$ cat config.mk
export PLATFORM = sky130hd
export DESIGN_NAME = wbcxbar_rr
export DESIGN_NICKNAME = d
export VERILOG_FILES = /design/src/rtl/wbcxbar_rr_pkg.sv /design/src/rtl/wbc_rr_arbiter.sv /design/src/rtl/wbcxbar_rr.sv
export SDC_FILE = /design/constraint.sdc
export NUM_CORES = 1
export LEC_CHECK = 0
export CORE_AREA = 2 2 199 201
export CTS_CLUSTER_DIAMETER = 150
export DETAILED_ROUTE_END_ITERATION = 12
export DIE_AREA = 0 0 201 203
export DONT_BUFFER_PORTS = 1
export GPL_ROUTABILITY_DRIVEN = 0
export PLACE_DENSITY = 0.4
export SETUP_SLACK_MARGIN = 0.3
export SYNTH_ARGS = -nofsm -noshare
export SYNTH_HDL_FRONTEND = slang
export SYNTH_HIERARCHICAL = 1
export SYNTH_SLANG_ARGS = --single-unit
$ cat constraint.sdc
create_clock -name i_clk -period 2.1 [get_ports i_clk]
set_input_delay 0.42 -clock i_clk [delete_from_list [all_inputs] [get_ports i_clk]]
set_output_delay 0.42 -clock i_clk [all_outputs]
set_load 0.1 [all_outputs]
$ cat src/rtl/wbcxbar_rr_pkg.sv
// Shared definitions for the round-robin Wishbone crossbar.
//  - Default bus widths used by the crossbar and its arbiter.
//  - idx_width(): index width for an N-entry set. It is never below 1 bit,
//    so single-port configurations still elaborate.
package wbcxbar_rr_pkg;

  localparam int WB_AW = 30;  // word address width
  localparam int WB_DW = 32;  // data width

  function automatic int idx_width(input int n);
    return (n > 1) ? $clog2(n) : 1;
  endfunction

endpackage

$ cat src/rtl/wbc_rr_arbiter.sv
// Round-robin grant holder for one crossbar slave port.
//  clk        in   1    bus clock
//  rst_n      in   1    asynchronous, active-low reset
//  req        in   NM   masters currently strobing this slave
//  cyc        in   NM   master CYC lines, used to hold the grant
//  gnt        out  NM   one-hot grant (all zero when idle)
//  gnt_valid  out  1    a master owns this slave
//  gnt_idx    out  IW   index of the owning master
// A grant is taken on the edge after a request. It stays until the owner
// drops CYC. Re-arbitration waits one further edge, so two owners never
// overlap.
module wbc_rr_arbiter
  import wbcxbar_rr_pkg::*;
#(
  parameter  int NM = 2,
  localparam int IW = idx_width(NM)
) (
  input  logic          clk,
  input  logic          rst_n,
  input  logic [NM-1:0] req,
  input  logic [NM-1:0] cyc,
  output logic [NM-1:0] gnt,
  output logic          gnt_valid,
  output logic [IW-1:0] gnt_idx
);

  logic [IW-1:0] ptr;        // last grantee
  logic [IW-1:0] pick_idx;
  logic          pick_found;
  int            cand;

  // Scan from the master after the last grantee and wrap past NM-1 to 0.
  // Take the first master that is requesting.
  always_comb begin
    // NOTE: every combinational output gets a default first, so no path leaves it unassigned (no latch).
    pick_found = 1'b0;
    pick_idx   = '0;
    cand       = 0;
    for (int k = 1; k <= NM; k++) begin
      // NOTE: blocking assignments here; each loop pass must see the previous pass's result.
      cand = (int'(ptr) + k) % NM;
      if (!pick_found && req[IW'(cand)]) begin
        pick_found = 1'b1;
        pick_idx   = IW'(cand);
      end
    end
  end

  always_ff @(posedge clk or negedge rst_n) begin
    if (!rst_n) begin
      // NOTE: non-blocking assignments for all state, so every register updates from pre-edge values.
      gnt_valid <= 1'b0;
      gnt_idx   <= '0;
      ptr       <= IW'(NM - 1);  // master 0 wins the first contest
    end else if (gnt_valid) begin
      if (!cyc[gnt_idx]) gnt_valid <= 1'b0;
    end else if (pick_found) begin
      gnt_valid <= 1'b1;
      gnt_idx   <= pick_idx;
      ptr       <= pick_idx;
    end
  end

  always_comb begin
    gnt = '0;
    if (gnt_valid) gnt[gnt_idx] = 1'b1;
  end

endmodule

$ cat src/rtl/wbcxbar_rr.sv
// Classic (non-pipelined) Wishbone crossbar. It connects NM masters to NS
// slaves.
//  - The slave is decoded from the top MUXWIDTH address bits. Each slave is
//    arbitrated round-robin with a 1-cycle grant latency.
//  - Forward and return paths are combinational from the owner.
//  - A bus error is returned for:
//      * an unmapped address (registered 1-cycle pulse),
//      * an owner strobing a different slave (registered 1-cycle pulse),
//      * an unacked forwarded strobe lasting TIMEOUT cycles.
// Ports: i_clk/i_reset_n (async active-low).
//  Master side: i_mcyc, i_mstb, i_mwe, i_maddr, i_mdata, i_msel in;
//               o_mack, o_merr, o_mdata out.
//  Slave side:  o_scyc, o_sstb, o_swe, o_saddr, o_sdata, o_ssel out;
//               i_sack, i_serr, i_sdata in.
//  Multi-port buses are packed, with slot i at [i*W +: W].
module wbcxbar_rr
  import wbcxbar_rr_pkg::*;
#(
  parameter int NM        = 2,
  parameter int NS        = 3,
  parameter int AW        = WB_AW,
  parameter int DW        = WB_DW,
  parameter int MUXWIDTH  = 4,
  parameter     SLAVE_MUX = 12'h012,
  parameter int TIMEOUT   = 1024
) (
  input  logic               i_clk,
  input  logic               i_reset_n,
  input  logic [NM-1:0]      i_mcyc,
  input  logic [NM-1:0]      i_mstb,
  input  logic [NM-1:0]      i_mwe,
  input  logic [NM*AW-1:0]   i_maddr,
  input  logic [NM*DW-1:0]   i_mdata,
  input  logic [NM*DW/8-1:0] i_msel,
  output logic [NM-1:0]      o_mack,
  output logic [NM-1:0]      o_merr,
  output logic [NM*DW-1:0]   o_mdata,
  output logic [NS-1:0]      o_scyc,
  output logic [NS-1:0]      o_sstb,
  output logic [NS-1:0]      o_swe,
  output logic [NS*AW-1:0]   o_saddr,
  output logic [NS*DW-1:0]   o_sdata,
  output logic [NS*DW/8-1:0] o_ssel,
  input  logic [NS-1:0]      i_sack,
  input  logic [NS-1:0]      i_serr,
  input  logic [NS*DW-1:0]   i_sdata
);

  localparam int SW  = DW / 8;
  localparam int MIW = idx_width(NM);
  localparam int SIW = idx_width(NS);
  localparam int TW  = (TIMEOUT > 0) ? $clog2(TIMEOUT + 1) : 1;

  // ---------------- elaboration-time parameter checks ----------------
  function automatic bit mux_has_dup();
    for (int i = 0; i < NS; i++)
      for (int j = i + 1; j < NS; j++)
        if (SLAVE_MUX[i*MUXWIDTH +: MUXWIDTH] == SLAVE_MUX[j*MUXWIDTH +: MUXWIDTH])
          return 1'b1;
    return 1'b0;
  endfunction

  if ($bits(SLAVE_MUX) != NS * MUXWIDTH) begin : g_bad_mux_width
    $fatal(1, "wbcxbar_rr: SLAVE_MUX width must equal NS*MUXWIDTH");
  end
  if (MUXWIDTH > AW) begin : g_bad_muxwidth
    $fatal(1, "wbcxbar_rr: MUXWIDTH exceeds AW");
  end
  if ($bits(SLAVE_MUX) == NS * MUXWIDTH && mux_has_dup()) begin : g_dup_mux
    $fatal(1, "wbcxbar_rr: duplicate SLAVE_MUX decode value");
  end

  // ---------------- request decode ----------------
  logic [NM-1:0] req;
  logic [NM-1:0] mapped;
  logic [NS-1:0] hit [NM];  // one-hot target slave per master, lowest match wins

  always_comb begin
    req    = '0;
    mapped = '0;
    for (int m = 0; m < NM; m++) begin
      req[m] = i_mcyc[m] & i_mstb[m];
      hit[m] = '0;
      for (int s = 0; s < NS; s++)
        if (hit[m] == '0 &&
            i_maddr[m*AW+AW-1 -: MUXWIDTH] == SLAVE_MUX[s*MUXWIDTH +: MUXWIDTH])
          hit[m][s] = 1'b1;
      mapped[m] = |hit[m];
    end
  end

  // ---------------- per-slave arbitration ----------------
  logic [NM-1:0]  sreq [NS];
  logic [NM-1:0]  sgnt [NS];
  logic [NS-1:0]  gv;
  logic [MIW-1:0] gidx [NS];
  logic [NM-1:0]  owns;
  logic [SIW-1:0] own  [NM];

  // A master already holding a slave must not compete for a second one.
  // Strobing a different slave while owning one is an error, not a request.
  always_comb begin
    owns = '0;
    for (int m = 0; m < NM; m++) own[m] = '0;
    for (int s = 0; s < NS; s++)
      for (int m = 0; m < NM; m++)
        if (sgnt[s][m]) begin
          owns[m] = 1'b1;
          own[m]  = SIW'(s);
        end
    for (int s = 0; s < NS; s++)
      for (int m = 0; m < NM; m++)
        sreq[s][m] = req[m] & hit[m][s] & ~owns[m];
  end

  for (genvar s = 0; s < NS; s++) begin : g_arb
    wbc_rr_arbiter #(.NM(NM)) u_arb (
      .clk       (i_clk),
      .rst_n     (i_reset_n),
      .req       (sreq[s]),
      .cyc       (i_mcyc),
      .gnt       (sgnt[s]),
      .gnt_valid (gv[s]),
      .gnt_idx   (gidx[s])
    );
  end

  // ---------------- forward path: owner -> slave ----------------
  always_comb begin
    o_scyc  = '0;
    o_sstb  = '0;
    o_swe   = '0;
    o_saddr = '0;
    o_sdata = '0;
    o_ssel  = '0;
    for (int s = 0; s < NS; s++)
      if (gv[s]) begin
        o_scyc[s]            = i_mcyc[gidx[s]];
        // Only forward a strobe that still decodes to this slave.
        o_sstb[s]            = i_mcyc[gidx[s]] & i_mstb[gidx[s]] & hit[gidx[s]][s];
        o_swe[s]             = i_mwe[gidx[s]];
        o_saddr[s*AW +: AW]  = i_maddr[int'(gidx[s])*AW +: AW];
        o_sdata[s*DW +: DW]  = i_mdata[int'(gidx[s])*DW +: DW];
        o_ssel[s*SW +: SW]   = i_msel[int'(gidx[s])*SW +: SW];
      end
  end

  // ---------------- return path: owned slave -> master ----------------
  logic [NM-1:0] serr_m;    // slave error routed to its owner
  logic [NM-1:0] fwd;       // owner's strobe is reaching its slave
  logic [NM-1:0] bad;       // unmapped, or strobing a slave other than the owned one
  logic [NM-1:0] err_q;
  logic [NM-1:0] to_pulse;

  always_comb begin
    o_mack  = '0;
    o_mdata = '0;
    serr_m  = '0;
    fwd     = '0;
    bad     = '0;
    for (int m = 0; m < NM; m++) begin
      if (owns[m]) begin
        o_mack[m]            = i_sack[own[m]];
        serr_m[m]            = i_serr[own[m]];
        o_mdata[m*DW +: DW]  = i_sdata[int'(own[m])*DW +: DW];
        fwd[m]               = req[m] & hit[m][own[m]];
        bad[m]               = req[m] & ~hit[m][own[m]];
      end else begin
        bad[m] = req[m] & ~mapped[m];
      end
    end
  end

  // The master sees the error one cycle late and drops STB a cycle after that.
  // Masking with err_q keeps the pulse to a single cycle.
  always_ff @(posedge i_clk or negedge i_reset_n) begin
    if (!i_reset_n) err_q <= '0;
    else            err_q <= bad & ~err_q;
  end

  // ---------------- ack timeout ----------------
  if (TIMEOUT > 0) begin : g_timeout
    logic [TW-1:0] cnt [NM];
    logic [NM-1:0] fired;  // pulse already issued for this stalled strobe

    always_ff @(posedge i_clk or negedge i_reset_n) begin
      if (!i_reset_n) begin
        for (int m = 0; m < NM; m++) cnt[m] <= '0;
        fired <= '0;
      end else begin
        for (int m = 0; m < NM; m++) begin
          if (!fwd[m] || o_mack[m] || serr_m[m]) begin
            cnt[m]   <= '0;
            fired[m] <= 1'b0;
          end else if (cnt[m] != TW'(TIMEOUT)) begin
            cnt[m] <= cnt[m] + 1'b1;
          end else begin
            fired[m] <= 1'b1;
          end
        end
      end
    end

    always_comb begin
      to_pulse = '0;
      for (int m = 0; m < NM; m++)
        to_pulse[m] = (cnt[m] == TW'(TIMEOUT)) & ~fired[m];
    end
  end else begin : g_no_timeout
    assign to_pulse = '0;
  end

  assign o_merr = serr_m | err_q | to_pulse;

endmodule

==> results of run 1 <==
## flip-flops by register name (all words and copies together) (netlist names)
register and count:
g_timeout.fired 2, g_arb.u_arb/gnt_valid 3, g_arb.u_arb/gnt_idx 3, g_arb.u_arb/ptr 3, err_q 2, g_timeout.cnt 22
## what timing repair did
item / CTS / global route
pin swaps: 37 / 58
hold buffers: 2 / 0
gates resized for setup: 152 / 244
endpoints found under the setup margin: 308 / 310
setup buffers: 34 / 42
gates cloned: 11 / 23
endpoints found under the hold margin: 35 / 0
## worst max-delay path by stage
| stage | startpoint | to | slack [ns] | cells past startpoint |
|---|---|---|---|---|
| after global routing | g_arb[1].u_arb/gnt_idx | o_merr[1] | -0.31 | 8 |
| after detailed placement | i_maddr[28] | o_sstb[2] | -0.17 | 4 |
| after global placement | i_maddr[28] | o_sstb[2] | -0.19 | 4 |
| after CTS | g_arb[2].u_arb/gnt_idx | o_sstb[2] | -0.23 | 4 |
| after floorplan | g_arb[2].u_arb/gnt_idx | o_sstb[2] | -0.52 | 4 |
| final | g_arb[1].u_arb/gnt_idx | o_mdata[3] | -0.24 | 9 |
## routing by layer
| layer | share of wire [%] | global-route usage (%) | wire, um |
|---|---|---|---|
| met5 | 0 | 0 | 0 |
| met4 | 3.0 | 4.788 | 1361 |
| met3 | 9.2 | 6.533 | 4112 |
| met2 | 53 | 37.00 | 24020 |
| met1 | 34 | 20.13 | 15410 |
## power by group
part           internal (mW)  switching (mW)  total (mW)
Combinational           2.71            2.56        5.28
Sequential             0.749          0.0649       0.814
Clock                  0.560           0.294       0.854
## area by class of cell
type | count | area, um2 | area share, %
well taps | 518 | 648.1 | 3.245
clock buffers | 5 | 125.1 | 0.6265
multi-input cells | 840 | 9915 | 49.65
clock inverters | 3 | 43.79 | 0.2193
inverters | 16 | 70.07 | 0.3509
repair buffers | 457 | 8274 | 41.43
flip-flops and latches | 35 | 894.6 | 4.480
## stage by stage
| step | setup slack (ns) | cell area [um2] |
|---|---|---|
| CTS | -0.2292 | 18050 |
| global placement | -0.1897 | 16610 |
| global route | -0.3117 | 19970 |
| detailed placement | -0.1748 | 16610 |
| finish | -0.2417 | 19970 |
| floorplan | -0.5247 | 10420 |
## worst reg2reg max path, delay by kind of cell (launching register included)
family | cells | cell delay [ns]
AOI/OAI and AO/OA | 2 | 0.59
buffers and inverters | 3 | 0.57
DFF | 1 | 0.52
and+or+nand+nor | 3 | 0.44
==> out/metrics.csv, run 1 <==
metric,value,unit
vias,9020,
grt.total_usage,19.34,%
end_kind,primary output,
vias_per_cell,4.813,
hpwl,31330,um
antenna_found_initial,0,
maxSlewHeadroom,51.35,%
p_per_area,347.7,mW/mm2
whs,0.2715,ns
max_cap_violations,0,
layout_commonest_cell,buf_12,
first_pass_iters,4,
postLayoutCoreUtil,51.92,%
cp_max_fo,6,
reg2reg_depth,8,
coreArea,0.03847,mm2
syn_area_per_cell,7.109,um2
num_rows,72,
cts_buffer_depth,2,
hold_depth,2,
finalSetupViolations,277,
antenna_cells,0,
drtIter0Drc,344,
rsz0062_at_grt,yes,
drive_gt1_share,81.71,%
fp.dieW,201,um
hold_violations,0,
finalCritPeriodShare,111.5,%
die_y,203,um
cts_tree,built,
path_cells,nor2_4 > buf_6 > nor2b_4 > buf_6 > buf_12 > buf_16 > a22oi_2 > o21ai_4 > buf_12,
h-tree-depth,2,
drc,0,
r2r_slack,-0.09,ns
synthCells,976,
rr_endpoint,g_timeout.fired[1],
hp-class,in -> reg,
ir_worst_vdd,0.0003014,V
area_growth,187.8,%
p_leak,6.962,nW
final_cell_mix,"buf_12, nor2b_4, mux2i_2, nand2_1, buf_4",
drtAntennaViolNets,0,
min_period,2.342,ns
grt_pass1_vias,9143,
cp_top_family,buffers and inverters,
wirelength,44910,um
finClkSkew,0.005617,ns
netlist_area,0.006938,mm2
final_cells,1874,
worst-path-buf-inv,5,
grt_max_degree,70,
violations,setup timing,
layout_setup_ws,-0.2417,ns
grt_pass1_wl,60470,um
clkSinkCount,35,
status,"finished, violations left",
drv_slew,0,
overflow,0,
rr_startpoint,g_arb[2].u_arb/gnt_idx,
cts.clk_slew.worst_paths,0.06,ns
port_buffers,0,
holdCritStartpoint,i_mstb[1],
cp_slowest_cell,dfrtp_4,
power,6.945,mW
max_freq,427.0,MHz
yosys_warnings,6,
finalSetupTns,-42.66,ns
insertion_delay,0.28,ns
worst_pin_slew,0.7271,ns
slowest_delay,0.51,ns
dp_cells,1754,
fin_nets,1601,
required,1.68,ns
critPathKind,reg -> out,
crit_arrival,1.92,ns
syn-num-nets,1222,
wl_per_cell,23.96,um
io_pins,517,
root_buffer,clkbuf_16,
dieArea,0.04080,mm2
n_fill_cell,3301,
worstSetupStartpointType,register,
cts_buffers,5,
min_to,err_q[1],
initial_utilization,18.04,%
(Power assumes the default switching activity.)
==> run 2, diff against run 1 <==
--- a/config.mk
+++ b/config.mk
@@ -11,7 +11,8 @@
 export DIE_AREA = 0 0 201 203
 export DONT_BUFFER_PORTS = 1
 export GPL_ROUTABILITY_DRIVEN = 0
-export PLACE_DENSITY = 0.4
+export HOLD_SLACK_MARGIN = 0.02
+export PLACE_DENSITY = 0.39
 export SETUP_SLACK_MARGIN = 0.3
 export SYNTH_ARGS = -nofsm -noshare
 export SYNTH_HDL_FRONTEND = slang
==> constraint.sdc (replaced) <==
create_clock -name i_clk -period 3 [get_ports i_clk]
set_input_delay 0.6 -clock i_clk [delete_from_list [all_inputs] [get_ports i_clk]]
set_output_delay 0.6 -clock i_clk [all_outputs]
set_load 0.1 [all_outputs]
==> run 2 against run 1 <==
The flow now finishes without violations. Core utilization fell by 21 points. Setup slack better by 0.61 ns. Sequential power shrank 32%. Sequential share of layout area grew 3.0 points. Clock skew about the same. Clock-buffer cell count rose by 3. Combinational power is 64% lower. Final area fell by 40%. Hold slack got worse by 0.12 ns. First-iteration DRC count up 7.0%. Via count down 13%. Die area did not move.
==> out/metrics.csv, run 2 (same netlist as run 1, synthesis figures left out) <==
metric,value,unit,change
dr_wl_met3,2306,um,was 4112 um
required,2.40,ns,was 1.68 ns
insertion_delay,0.27,ns,was 0.28 ns
fp.dieW,201,um,unchanged
io_pins,517,,unchanged
area_growth,71.52,%,was 187.8%
worstSetupStartpointType,register,,unchanged
power,2.935,mW,was 6.945 mW
grt_pass1_wl,51700,um,was 60470 um
p_per_area,246.7,mW/mm2,was 347.7 mW/mm2
clkSinkCount,35,,unchanged
cts.clk_slew.worst_paths,0.06,ns,about the same
met2_length,17790,um,was 24020 um
grt_max_degree,72,,was 70
finClkSkew,0.005385,ns,was 0.005617 ns
wirelength,35390,um,was 44910 um
hold_violations,0,,unchanged
min_period,2.629,ns,
dieArea,0.04080,mm2,unchanged
fin_nets,1448,,was 1601
num_rows,72,,unchanged
postLayoutCoreUtil,30.94,%,was 51.92%
grt.total_usage,16.26,%,was 19.34%
cp_max_fo,20,,was 6
cts_buffers,5,,unchanged
dr.max_layer_used,met4,,unchanged
finalCritPeriodShare,87.64,%,
drtIter0Drc,368,,was 344
overflow,0,,unchanged
wl_met1,14480,um,was 15410 um
layout_setup_ws,0.3709,ns,was -0.2417 ns
coreArea,0.03847,mm2,unchanged
layout_commonest_cell,buf_4,,was buf_12
worst_pin_slew,0.7371,ns,was 0.7271 ns
vias_per_cell,4.570,,was 4.813
maxSlewHeadroom,50.86,%,was 51.35%
final-seq-area,894.6,um2,unchanged
critPathKind,reg -> out,,unchanged
root_buffer,clkbuf_16,,unchanged
drv_slew,0,,unchanged
first_pass_iters,7,,was 4
finalSetupViolations,0,,was 277
antenna_found_initial,0,,unchanged
antenna_cells,0,,unchanged
multi_input_area,0.006880,mm2,was 0.009915 mm2
wl_per_cell,20.56,um,was 23.96 um
die_y,203,um,unchanged
cts_buffer_depth,2,,unchanged
grt_pass1_vias,7794,,was 9143
initial_utilization,18.04,%,unchanged
end_kind,primary output,,unchanged
port_buffers,0,,unchanged
final_cell_mix,"buf_4, mux2i_1, nor2b_2, nand2_1, buf_12",,"was buf_12, nor2b_4, mux2i_2, nand2_1, buf_4"
hpwl,27450,um,was 31330 um
vias,7865,,was 9020
n_fill_cell,4031,,was 3301
rsz0062_at_grt,yes,,unchanged
drc,0,,unchanged
crit_arrival,2.03,ns,was 1.92 ns
largest-register,g_timeout.cnt,,unchanged
status,finished clean,,"was finished, violations left"
p_leak,5.593,nW,was 6.962 nW
hp-class,in -> async,,was in -> reg
whs,0.1532,ns,was 0.2715 ns
largest_reg_flops,22,,unchanged
ir_worst_vdd,0.0003385,V,was 0.0003014 V
post-place-ws,0.4445,ns,was -0.1748 ns
cts_tree,built,,unchanged
max_freq,380.4,MHz,
drive_gt1_share,50.54,%,was 81.71%
max_cap_violations,0,,unchanged
h-tree-depth,2,,unchanged
drtAntennaViolNets,0,,unchanged
-- run 2: changes by cell type in the layout (fill, tap and decap cells not counted), sizes merged --
cell,previous run,this run
clkbuf,23,8
clkinv,2,0
a211o,3,2
bufbuf,2,0
buf,436,306
or4,4,3
dlygate4sd3,1,0
bufinv,1,0
-- run 2: final timing paths --
check	start	to	slack, ns	cells after the start
max	g_arb[2].u_arb/gnt_idx	o_sstb[2]	0.37	4
max in group asynchronous	i_reset_n	g_arb[2].u_arb/gnt_idx	2.64	1
min	i_reset_n	g_timeout.fired[0]	0.15	1
min in group i_clk	err_q[1]	err_q[1]	0.44	1
min reg2reg	err_q[1]	err_q[1]	0.44	1
max reg2reg	g_arb[1].u_arb/gnt_valid	g_timeout.cnt[13]	0.62	7
-- run 2: area by class of cell --
type	instances	share of cell area (%)
Sequential cell	35	7.518
Inverter	16	0.5047
Multi-Input combinational cell	838	57.82
Timing Repair Buffer	306	27.57
Tap cell	518	5.446
Clock buffer	8	1.146
-- run 2: worst max-delay path: stages, from the launching register on --
cell and delay (ns):
dfrtp_4 0.52, buf_4 0.26, or4_1 0.53, a21boi_2 0.22, buf_12 0.20
-- run 2: timing repair --
item / in CTS / in global routing
pin swaps: 1 / 1
hold endpoints to repair: 32 / 0
setup endpoints to repair: 65 / 5
gates resized for setup: 1 / 2
hold buffers: 1 / 0
setup buffers: 4 / 0
cloned: 0 / 0
-- run 2: routing by layer --
layer | GRT usage [%] | vias to the layer above
met2 | 28.97 | 274
li1 | - | 3807
met5 | 0 | -
met3 | 4.109 | 36
met4 | 3.704 | 0
met1 | 19.57 | 3748
-- run 2: power by group --
part	switching (mW)	internal [mW]
Sequential	0.0319	0.524
Clock	0.182	0.309
Combinational	1.19	0.695
-- run 2: metrics by stage --
stage	TNS, ns	cell area (um2)	cells
final	0	11900	1721
after global routing	0	11900	1721
after CTS	0	11890	1721
after detailed placement	0	11690	1708
after global placement	0	11690	1708
after floorplan	-0.1391	8133	976
